### config.mk
export PLATFORM = sky130hd
export DESIGN_NAME = rx_phase_sel_ctrl
export DESIGN_NICKNAME = d
export VERILOG_FILES = /design/src/rtl/rx_ctrl_pkg.sv /design/src/rtl/phase_energy_acc.sv /design/src/rtl/rx_phase_sel_ctrl.sv
export SDC_FILE = /design/constraint.sdc
export NUM_CORES = 1
export LEC_CHECK = 0
export ABC_CLOCK_PERIOD_IN_PS = 10650
export CORE_UTILIZATION = 37
export CTS_CLUSTER_SIZE = 30
export DETAILED_ROUTE_END_ITERATION = 10
export GPL_ROUTABILITY_DRIVEN = 0
export SETUP_SLACK_MARGIN = 0.02
export SYNTH_ARGS = -nofsm -noshare
export SYNTH_HDL_FRONTEND = slang
export SYNTH_SLANG_ARGS = --single-unit
export TNS_END_PERCENT = 1
### constraint.sdc
create_clock -name clk -period 10.65 [get_ports clk]
set_input_delay 2.6625 -clock clk [delete_from_list [all_inputs] [get_ports clk]]
set_output_delay 2.6625 -clock clk [all_outputs]
set_load 0.01 [all_outputs]
### src/rtl/rx_ctrl_pkg.sv
// Shared types and helpers for the receiver phase-acquisition controller.
// Holds the FSM state encoding, default geometry and the saturating magnitude.
package rx_ctrl_pkg;

    localparam int OS_DEF       = 4;
    localparam int LOG2_WIN_DEF = 8;

    typedef enum logic [2:0] {
        IDLE,
        ARM,
        MEASURE,
        DECIDE,
        LOCKED
    } state_t;

    // |x| for an nb-bit two's complement value; the most negative code maps
    // to the most positive one so the result always fits in nb bits.
    function automatic logic [31:0] sat_abs(input logic signed [31:0] x, input int nb);
        logic signed [31:0] min_v;
        min_v = -(32'sd1 <<< (nb - 1));
        if (x == min_v) begin
            return (32'd1 << (nb - 1)) - 32'd1;
        end
        return (x < 0) ? 32'(-x) : 32'(x);
    endfunction

endpackage

### src/rtl/phase_energy_acc.sv
// Bank of OS saturating energy accumulators, one per oversampling phase.
// The accumulator addressed by i_phase absorbs i_sum whenever i_en is high.
module phase_energy_acc #(
    parameter int OS     = 4,
    parameter int NB_PH  = 2,
    parameter int NB_IN  = 8,
    parameter int NB_ACC = 16
) (
    input  logic                         clk,
    input  logic                         i_reset,
    input  logic                         i_clear,
    input  logic                         i_en,
    input  logic [NB_PH-1:0]             i_phase,
    input  logic [NB_IN-1:0]             i_sum,
    output logic [OS-1:0][NB_ACC-1:0]    o_acc
);

    logic [NB_ACC:0] sum_ext;

    assign sum_ext = {1'b0, o_acc[i_phase]} + (NB_ACC + 1)'(i_sum);

    always_ff @(posedge clk) begin
        if (i_reset || i_clear) begin
            o_acc <= '0;
        end else if (i_en) begin
            o_acc[i_phase] <= sum_ext[NB_ACC] ? '1 : sum_ext[NB_ACC-1:0];
        end
    end

endmodule

### src/rtl/rx_phase_sel_ctrl.sv
// Timing-acquisition controller: measures |I|+|Q| energy per oversampling phase
// over a window, locks on the strongest phase and emits the downsampler strobe.
//   state   | meaning
//   IDLE    | no selection held, waiting for i_start
//   ARM     | accumulators cleared, waiting for the symbol boundary
//   MEASURE | accumulating energy per phase over the window
//   DECIDE  | sequential arg-max over the OS accumulators
//   LOCKED  | selection held, strobe active
module rx_phase_sel_ctrl
    import rx_ctrl_pkg::*;
#(
    parameter int NBT_IN   = 8,
    parameter int NBF_IN   = 7,
    parameter int OS       = OS_DEF,
    parameter int LOG2_WIN = LOG2_WIN_DEF,
    parameter int NB_PH    = $clog2(OS),
    parameter int NB_ACC   = NBT_IN + LOG2_WIN
) (
    input  logic                     clk,
    input  logic                     i_reset,
    input  logic [NB_PH-1:0]         i_phase,
    input  logic signed [NBT_IN-1:0] i_sym_I,
    input  logic signed [NBT_IN-1:0] i_sym_Q,
    input  logic                     i_start,
    output logic [NB_PH-1:0]         o_phase_sel,
    output logic                     o_locked,
    output logic                     o_busy,
    output logic                     o_sample_en
);

    localparam logic [NB_PH-1:0]    PH_LAST  = NB_PH'(OS - 1);
    localparam logic [LOG2_WIN-1:0] SYM_LAST = '1;

    if (NBF_IN >= NBT_IN) begin : g_fmt_check
        $error("NBF_IN must be smaller than NBT_IN");
    end

    state_t                    state, state_next;
    logic [LOG2_WIN-1:0]       sym_cnt;
    logic [NB_PH-1:0]          dec_idx, best_idx;
    logic [NB_ACC-1:0]         best_val;
    logic [OS-1:0][NB_ACC-1:0] acc;
    logic                      acc_clear, acc_en, cand_better, last_sym;
    logic [NBT_IN-1:0]         abs_i, abs_q, sample_sum;

    // Both magnitudes are at most 2^(NBT_IN-1)-1, so their sum fits in NBT_IN bits.
    assign abs_i      = NBT_IN'(sat_abs(32'(i_sym_I), NBT_IN));
    assign abs_q      = NBT_IN'(sat_abs(32'(i_sym_Q), NBT_IN));
    assign sample_sum = abs_i + abs_q;

    assign cand_better = acc[dec_idx] > best_val;
    assign last_sym    = (i_phase == PH_LAST) && (sym_cnt == SYM_LAST);

    phase_energy_acc #(
        .OS     (OS),
        .NB_PH  (NB_PH),
        .NB_IN  (NBT_IN),
        .NB_ACC (NB_ACC)
    ) u_acc (
        .clk     (clk),
        .i_reset (i_reset),
        .i_clear (acc_clear),
        .i_en    (acc_en),
        .i_phase (i_phase),
        .i_sum   (sample_sum),
        .o_acc   (acc)
    );

    always_comb begin
        state_next = state;
        acc_clear  = 1'b0;
        acc_en     = 1'b0;
        unique case (state)
            IDLE, LOCKED: begin
                if (i_start) begin
                    state_next = ARM;
                    acc_clear  = 1'b1;
                end
            end
            ARM: begin
                if (i_phase == PH_LAST) state_next = MEASURE;
            end
            MEASURE: begin
                acc_en = 1'b1;
                if (last_sym) state_next = DECIDE;
            end
            DECIDE: begin
                if (dec_idx == PH_LAST) state_next = LOCKED;
            end
            default: state_next = IDLE;
        endcase
    end

    always_ff @(posedge clk) begin
        if (i_reset) begin
            state       <= IDLE;
            sym_cnt     <= '0;
            dec_idx     <= '0;
            best_idx    <= '0;
            best_val    <= '0;
            o_phase_sel <= '0;
            o_locked    <= 1'b0;
            o_busy      <= 1'b0;
        end else begin
            state  <= state_next;
            o_busy <= (state_next == ARM) || (state_next == MEASURE) || (state_next == DECIDE);
            if (acc_clear) begin
                sym_cnt  <= '0;
                o_locked <= 1'b0;
            end
            if (acc_en && (i_phase == PH_LAST)) sym_cnt <= sym_cnt + 1'b1;
            if (state == MEASURE) begin
                dec_idx  <= '0;
                best_idx <= '0;
                best_val <= '0;
            end
            // Strictly-greater update keeps the lowest index on ties.
            if (state == DECIDE) begin
                dec_idx <= dec_idx + 1'b1;
                if (cand_better) begin
                    best_val <= acc[dec_idx];
                    best_idx <= dec_idx;
                end
                if (dec_idx == PH_LAST) begin
                    o_phase_sel <= cand_better ? dec_idx : best_idx;
                    o_locked    <= 1'b1;
                end
            end
        end
    end

    assign o_sample_en = o_locked & (i_phase == o_phase_sel);

endmodule

==> results of run 1 <==
cells by family (layout without fill, tap and decap cells):
logic type | count (synthesis) | in the layout | synth area share, %
xor+xnor | 24 | 24 | 3.547
simple gates | 217 | 217 | 17.75
compound gates | 157 | 157 | 18.79
mux | 54 | 54 | 15.35
flops | 99 | 99 | 32.29
fa+ha+maj | 37 | 37 | 7.786
buf+inv | 60 | 76 | 4.484
final cells by class:
class / instances / area share (%)
timing repair buffer: 35 / 4.741
multi-input combinational: 489 / 56.67
tap: 216 / 3.939
clock inverter: 6 / 0.9117
inverter: 25 / 1.368
sequential: 99 / 28.88
clock buffer: 10 / 3.483
flip-flops by register name, indices dropped and copies added (netlist names), 2 cells and up:
name	flops
best_val	16
state	3
dec_idx	2
u_acc.o_acc	64
o_phase_sel	2
best_idx	2
sym_cnt	8
final timing paths:
| path | to | slack [ps] | depth (start not counted) |
|---|---|---|---|
| worst max register to register | best_val[1] | 7030 | 10 |
| worst min register to register | best_idx[1] | 460 | 2 |
| worst min-delay path | best_idx[1] | 460 | 2 |
| worst max-delay path | u_acc.o_acc[16] | 3530 | 21 |
per-layer routing:
layer	part of all wire (%)	vias to the layer above	wire length (µm)	global-route usage [%]
met3	4.5	26	665	4.886
met1	46	2409	6862	23.74
li1	-	2418	-	-
met2	48	112	7082	30.50
met4	1.6	0	234	6.085
met5	0	-	0	0
synthesized netlist by cell type, drive strengths merged, types with 2 or more instances:
cell	instances	area share [%]
o211ai	7	0.94
nand3b	3	0.37
a31oi	4	0.41
o2111ai	2	0.49
and2	3	0.31
a211oi	3	0.37
o21a	9	1.1
o21ai	20	1.6
a21o	6	0.73
mux2i	21	3.4
inv	25	1.5
xor2	7	1.1
or3	4	0.41
nor2b	10	1.0
nor3	10	1.1
dfxtp	99	32
nor4	2	0.20
buf	18	1.9
fa	2	0.65
nor3b	4	0.67
and3	9	1.0
nor2	41	2.5
a32o	2	0.33
o31a	3	0.43
nand2	75	4.7
o221a	34	6.2
clkbuf	17	1.0
ha	35	7.1
xnor2	17	2.4
mux4	32	12
nand2b	24	2.4
a21oi	55	4.5
nand3	24	2.0
o311ai	2	0.29
nand4	4	0.41
critical path, stage by stage:
cell and delay (ps):
sky130_fd_sc_hd__clkdlybuf4s50_1 430, sky130_fd_sc_hd__inv_1 120, sky130_fd_sc_hd__ha_1 190, sky130_fd_sc_hd__nand2_1 100, sky130_fd_sc_hd__nor2_1 140, sky130_fd_sc_hd__nand3_1 170
sky130_fd_sc_hd__o211ai_1 220, sky130_fd_sc_hd__ha_1 290, sky130_fd_sc_hd__a21o_1 150, sky130_fd_sc_hd__a21oi_1 210, sky130_fd_sc_hd__nor2b_1 80, sky130_fd_sc_hd__o21a_1 180
sky130_fd_sc_hd__o41ai_1 350, sky130_fd_sc_hd__xnor2_1 140, sky130_fd_sc_hd__ha_1 410, sky130_fd_sc_hd__nand2_1 90, sky130_fd_sc_hd__a211oi_1 410, sky130_fd_sc_hd__o21a_1 360
sky130_fd_sc_hd__nand3_2 220, sky130_fd_sc_hd__nand2_2 260, sky130_fd_sc_hd__o221a_2 230
where the power goes:
part,switching [mW],internal [mW]
combinational,0.0821,0.0554
sequential,0.00254,0.372
clock,0.147,0.189
==> impl_summary.md, run 1 <==
Clock network
The clock-pin slew on the worst setup and hold paths is 70 ps. Once the clock tree was built, the setup fixing pass inserted 0 buffers. TritonCTS built the clock tree. The number of clock buffers inserted by TritonCTS is 9. The number of buffers on the longest clock path is 2. For the worst-skew pair, the clock arrives at the later sink with an insertion delay of 350 ps.

The number of gates resized after CTS was 0. The cell sitting at the root of the clock tree is a sky130_fd_sc_hd__clkbuf_16. The clock sink count is 99.

The total of hold buffers inserted after clock tree synthesis is 0. The CTS H-tree depth is 3.

Timing
Setup repair after global routing left no endpoint under its margin. The number of max-slew violations in the final report came to 0. Counting I/O delays and the setup requirement, the final critical path takes 7121 ps. The relative slew slack is 34.99%. The total of endpoints with negative setup slack in the final report is 0. The clock arrives with 6.542 ps of skew. In the finished design, the share of the clock period the worst path needs comes to 66.87%. On the final layout, the worst hold slack is 460.5 ps. Based on the critical path, the design can be clocked at up to 140.4 MHz. In the post-route analysis, the smallest setup slack over all paths is 3529 ps.

For the pin with the worst max-slew slack, the measured transition is 974.2 ps. The total count of hold-check failures in the final report is 0. The final-layout setup total negative slack is 0 ps.

Synthesis
The number of enable flip-flop cells after synthesis is 0. Sequential cells were found to cover 32.29% of the synthesized design area. For this run, asynchronously set or reset flops after synthesis account for 0%. The synthesized area is 6138 µm².

In the synthesized netlist, the number of instances is 648. Dividing the synthesized area by the synthesized cell count gives 9.473 µm². The number of warning messages in the yosys log is 0. In this run, distinct cell masters in the synthesized netlist total 61. After synthesis the netlist holds a flip-flop and latch count of 99.

The number of nets in the synthesized netlist is 706. The predominant post-synthesis flop cell is sky130_fd_sc_hd__dfxtp_1.

Route
The detailed router placed 4965 vias in this run. The pre-antenna-repair detailed-routing pass consisted of 5 iterations. The detailed router finished its first iteration with 447 violations. The number of vias per cell is 5.642. Summed over all layers, the routed wires come to 14840 µm.

The detail route stage leaves a number of antenna-violating nets equal to 0. Dividing the detail-routed wire length by the instance count gives 16.87 µm. In the routed design, unresolved DRC markers number 0.

Critical path
STA classifies the critical path endpoint as a flip-flop. Data on the critical path is required at its endpoint by 10940 ps. The highest fanout seen on the critical path is 9.

The sort of element at the start of the critical path is an input pin. The first element of the critical path is i_sym_Q[0]. The setup path with the least slack is of type in2reg. The critical register-to-register path startpoint is dec_idx[0]. The endpoint arrival time on the critical path is 7420 ps.

GRT
The initial antenna violation count is 0. Summed over all layers, the global routing overflow is 0. The wire length of the first global-routing pass is 24330 µm. Entering global routing, the biggest net connects 48 pins. The total global-route track usage is 18.59%.

The via count of the first global-routing pass was 4812.

Cells and area
The final cell area excluding filler cells is 6862 µm². Leaving out fill and tap cells, the most frequent cells in the layout are 99 x sky130_fd_sc_hd__dfxtp_1, 71 x sky130_fd_sc_hd__nand2_1, 54 x sky130_fd_sc_hd__a21oi_1. The library cell used most frequently in the layout, excluding fill and tap cells, is sky130_fd_sc_hd__dfxtp_1. The repair_antennas step left the layout with diodes totalling 0. The share of final-layout standard cells stronger than drive strength 1 is 16.42%.

The final design utilization is 42.73%. Relative to the synthesized area, the layout overhead comes to 11.78%. The final non-filler cell total is 880.

The final layout contains 717 nets. The area occupied by multi-input gates is 3889 µm². Summing all flip-flop and latch instances after layout gives 1982 µm². The total of fill cells in the finished design is 1511.

Die
The standard-cell row count is 46. The effective utilization at floorplan is 38.23%. 26 I/O pins were placed. The placeable core region is 16060 µm². The full die area is 17110 µm². The die is 130.8 µm tall. The chip width is 130.8 µm.

Worst hold path
The tightest min-delay check is of the reg2reg type. The worst hold path begins at best_idx[1].

Placed design
Once placement finished, the instance area stood at 6560 µm². The post-placement worst setup slack is 3256 ps. During placement, the flow inserted port buffers numbering 25. The number of placed cells counting well taps is 864.

Detailed placement finished with a half-perimeter wire length of 10660 µm.

Outcome
The run finished with clean final reports.

Pwr
VDD sags by at most 0.06834 mV. Summed over all cells, the static leakage comes to 2.583 nW. The design draws 0.8479 mW. In this run the power density over the cells is 123.6 nW/µm².

Job
The tool flagged a number of max-cap violations equal to 0.
Power figures use the tool's default switching activity.
==> run 2: changes to the inputs <==
--- a/config.mk
+++ b/config.mk
@@ -5,7 +5,7 @@
 export SDC_FILE = /design/constraint.sdc
 export NUM_CORES = 1
 export LEC_CHECK = 0
-export ABC_CLOCK_PERIOD_IN_PS = 10650
+export ABC_CLOCK_PERIOD_IN_PS = 5900
 export CORE_UTILIZATION = 37
 export CTS_CLUSTER_SIZE = 30
 export DETAILED_ROUTE_END_ITERATION = 10
==> constraint.sdc (replaced) <==
create_clock -name clk -period 5.9 [get_ports clk]
set_input_delay 1.475 -clock clk [delete_from_list [all_inputs] [get_ports clk]]
set_output_delay 1.475 -clock clk [all_outputs]
set_load 0.01 [all_outputs]
==> run 2 against run 1 <==
Effect of this change:
- non-clock buffer count grew 8
- clock-buffer cell count unchanged
- power is 89% higher
- core utilization rose by 0.63 points
- register-to-register slack worse by 4500 ps
- largest cell class unchanged
- sequential cell count unchanged
==> impl_summary.md, run 2 (synthesis results as in run 1) <==
Timing
The worst-margin pin slew was 833.2 ps (-140.9 ps). The final cycle utilization of the critical path is 93.66%. The relative slew slack is 44.15% (+9.2 points). The setup clock skew after layout is 8.291 ps (+1.749 ps). Static timing analysis puts the maximum clock frequency at 181.0 MHz. The number of max-slew violations in the final report was 0 (unchanged).

The total count of hold-check failures in the final report was 0 (unchanged). The minimum clock period is 5526 ps. The final-layout setup total negative slack is 0 ps (unchanged).

The total of endpoints with negative setup slack in the final report is 0 (unchanged). Setup repair after global routing left no endpoint under its margin.

Cells and area
Ranked by flip-flop count, first place goes to u_acc.o_acc. The most common cell after layout, fill and taps aside is sky130_fd_sc_hd__dfxtp_1. The number of flip-flops in the largest register was 64 (unchanged). The share of final-layout standard cells stronger than drive strength 1 is 17.41% (+1.0 points). The final non-filler cell total came to 888 (+0.91%). The number of nets in the final layout came to 725 (+1.1%).

The area growth from synthesis to layout is 13.43%. The number of antenna cells inserted is 0 (unchanged). In the final layout, the registers with the most flip-flops are u_acc.o_acc x64, best_val x16, sym_cnt x8. The top cell types in the final layout, fill and taps aside, are 99 x sky130_fd_sc_hd__dfxtp_1, 71 x sky130_fd_sc_hd__nand2_1, 54 x sky130_fd_sc_hd__a21oi_1.

Critical path
In this run the critical register-to-register path is launched from dec_idx[0]. The destination of the worst register-to-register timing path is best_val[0]. The highest fanout seen on the critical path is 8 (-1). Tracing the worst setup path back leads to its startpoint at i_sym_I[1]. The endpoint arrival time on the critical path came to 5760 ps (-1660 ps). The worst setup path is of the in2reg kind. The depth of the most critical reg-to-reg path is 10 (unchanged). The worst setup path is launched from an input pin. The kind of capture point of the worst setup path is a flip-flop. The data required time at the worst endpoint is 6140 ps (-4800 ps). The setup slack on the worst flop-to-flop path is 2570 ps (-4460 ps).

Outcome
The run finished with clean final reports.

Die
The placeable core region came to 16060 µm² (unchanged). The die boundary height came to 130.8 µm (unchanged). The standard-cell row count was 46 (unchanged). The number of top-level pins was 26 (unchanged).

The chip width is 130.8 µm (unchanged). The effective utilization at floorplan came to 38.23% (unchanged). The full die area came to 17110 µm² (unchanged).

Worst hold path
The worst hold path class is reg2reg. The worst hold path terminates at best_val[5]. The launch point of the worst hold path is best_val[5]. The number of instances on the worst hold path is 2 (unchanged).

Clock network
The CTS H-tree depth is 3 (unchanged). The total of hold buffers inserted after clock tree synthesis was 0 (unchanged). The number of buffers on the longest clock path is 2 (unchanged).

The tree is rooted in a sky130_fd_sc_hd__clkbuf_16. The number of clock buffers inserted by TritonCTS is 9 (unchanged). The TritonCTS clock tree is built.

The clock-pin slew on the worst setup and hold paths came to 70 ps (about the same). The insertion delay to the later sink of the worst-skew pair is 350 ps (about the same). The clock sink count came to 99 (unchanged).

GRT
The total global-route track usage is 18.62% (+0.026 points). The via count of the first global-routing pass is 4722 (-1.9%). The wire length of the first global-routing pass is 24340 µm (about the same). The maximum number of pins on one net before global-route repair is 48 (unchanged).

The overflow left after global routing is 0 (unchanged). The initial antenna violation count came to 0 (unchanged).

Pwr
The power density over the cells was 230.2 nW/µm² (+86%). The total power of the final layout was 1.603 mW (+89%). The maximum vdd drop is 0.1820 mV (+170%). The leakage power is 2.632 nW (+1.9%).

Route
The routed via count came to 4975 (+0.20%). The violation count after the first detailed-routing iteration came to 381 (-15%). The wire length per cell after detailed routing is 16.87 µm (about the same). The total wirelength of the detailed-routed design was 14980 µm (+0.92%).

The number of nets with antenna violations after routing is 0 (unchanged). The total iterations of the first detailed-routing run is 5 (unchanged). The number of vias per cell is 5.602 (-0.70%). The DRC violation count after routing is 0 (unchanged).

Placed design
The final HPWL from detailed placement is 10900 µm (+2.3%). The count of input and output buffers came to 25 (unchanged). The number of placed cells counting well taps came to 872 (+0.93%).

Job
The max-capacitance violation count is 0 (unchanged).
## run 2: power breakdown
part	switching (mW)	total [mW]	internal (mW)
clock	0.260	0.675	0.415
sequential	0.00403	0.676	0.672
combinational	0.150	0.251	0.101
## run 2: how the worst max path moves through the flow
stage	slack (ps)	to	cells past startpoint
2_1_floorplan	730	u_acc.o_acc[18]	20
3_3_place_gp	150	u_acc.o_acc[60]	21
3_5_place_dp	10	u_acc.o_acc[60]	21
4_1_cts	360	u_acc.o_acc[60]	21
5_1_grt	70	u_acc.o_acc[49]	22
6_report	370	u_acc.o_acc[60]	21
## run 2: metrics by stage
stage          hold WS (ps)  setup slack, ps  instance area (µm²)  util (%)
3_5_place_dp          455.2            10.54                 6620     41.23
4_1_cts               466.7            358.1                 6960     43.35
2_1_floorplan         433.2            725.7                 6138         -
3_3_place_gp          442.4            146.2                 6620     41.23
6_report              459.1            374.1                 6963     43.36
5_1_grt               477.5            65.78                 6963     43.36
## run 2: final cells by class
| cell class | count | area (µm²) |
|---|---|---|
| clock inverter | 6 | 111.4 |
| fill | 1516 | 9095 |
| multi-input combinational | 489 | 3891 |
| inverter | 25 | 93.84 |
| sequential | 99 | 1982 |
| timing repair buffer | 43 | 385.4 |
| tap | 216 | 270.3 |
| clock buffer | 10 | 229.0 |
## run 2: timing repair
action | 4_1_cts | 5_1_grt
setup buffers | 0 | 0
resized for setup | 0 | 1
setup endpoints to repair | 0 | 1
## run 2: routing by layer
layer	part of all wire [%]	track usage [%]	wire, µm	up-vias
li1	-	-	-	2442
met1	46	25.31	6926	2412
met2	47	29.41	7088	103
met3	5.1	4.845	768	18
met4	1.3	4.530	197	0
met5	0	0	0	-
## run 2: worst max-delay path: stages
cell and delay [ps]:
sky130_fd_sc_hd__clkdlybuf4s50_1 420, sky130_fd_sc_hd__inv_1 90, sky130_fd_sc_hd__ha_1 170, sky130_fd_sc_hd__nand2_1 100
sky130_fd_sc_hd__nor2_1 140, sky130_fd_sc_hd__nand3_1 170, sky130_fd_sc_hd__o211ai_1 220, sky130_fd_sc_hd__ha_1 280
sky130_fd_sc_hd__a21o_1 150, sky130_fd_sc_hd__a21oi_1 220, sky130_fd_sc_hd__nor2b_1 80, sky130_fd_sc_hd__o21a_1 180
sky130_fd_sc_hd__o41ai_1 310, sky130_fd_sc_hd__xnor2_1 140, sky130_fd_sc_hd__ha_2 400, sky130_fd_sc_hd__nand2_1 90
sky130_fd_sc_hd__a211oi_1 300, sky130_fd_sc_hd__buf_4 180, sky130_fd_sc_hd__o211ai_2 90, sky130_fd_sc_hd__mux2_2 330
sky130_fd_sc_hd__a22o_1 220
==> run 3: changes to the inputs <==
--- a/config.mk
+++ b/config.mk
@@ -7,7 +7,7 @@
 export LEC_CHECK = 0
 export ABC_CLOCK_PERIOD_IN_PS = 5900
 export CORE_UTILIZATION = 37
-export CTS_CLUSTER_SIZE = 30
+export CTS_CLUSTER_SIZE = 14
 export DETAILED_ROUTE_END_ITERATION = 10
 export GPL_ROUTABILITY_DRIVEN = 0
 export SETUP_SLACK_MARGIN = 0.02
==> results of run 3 <==
Final layout, timing and power as in run 2 (identical DEF).
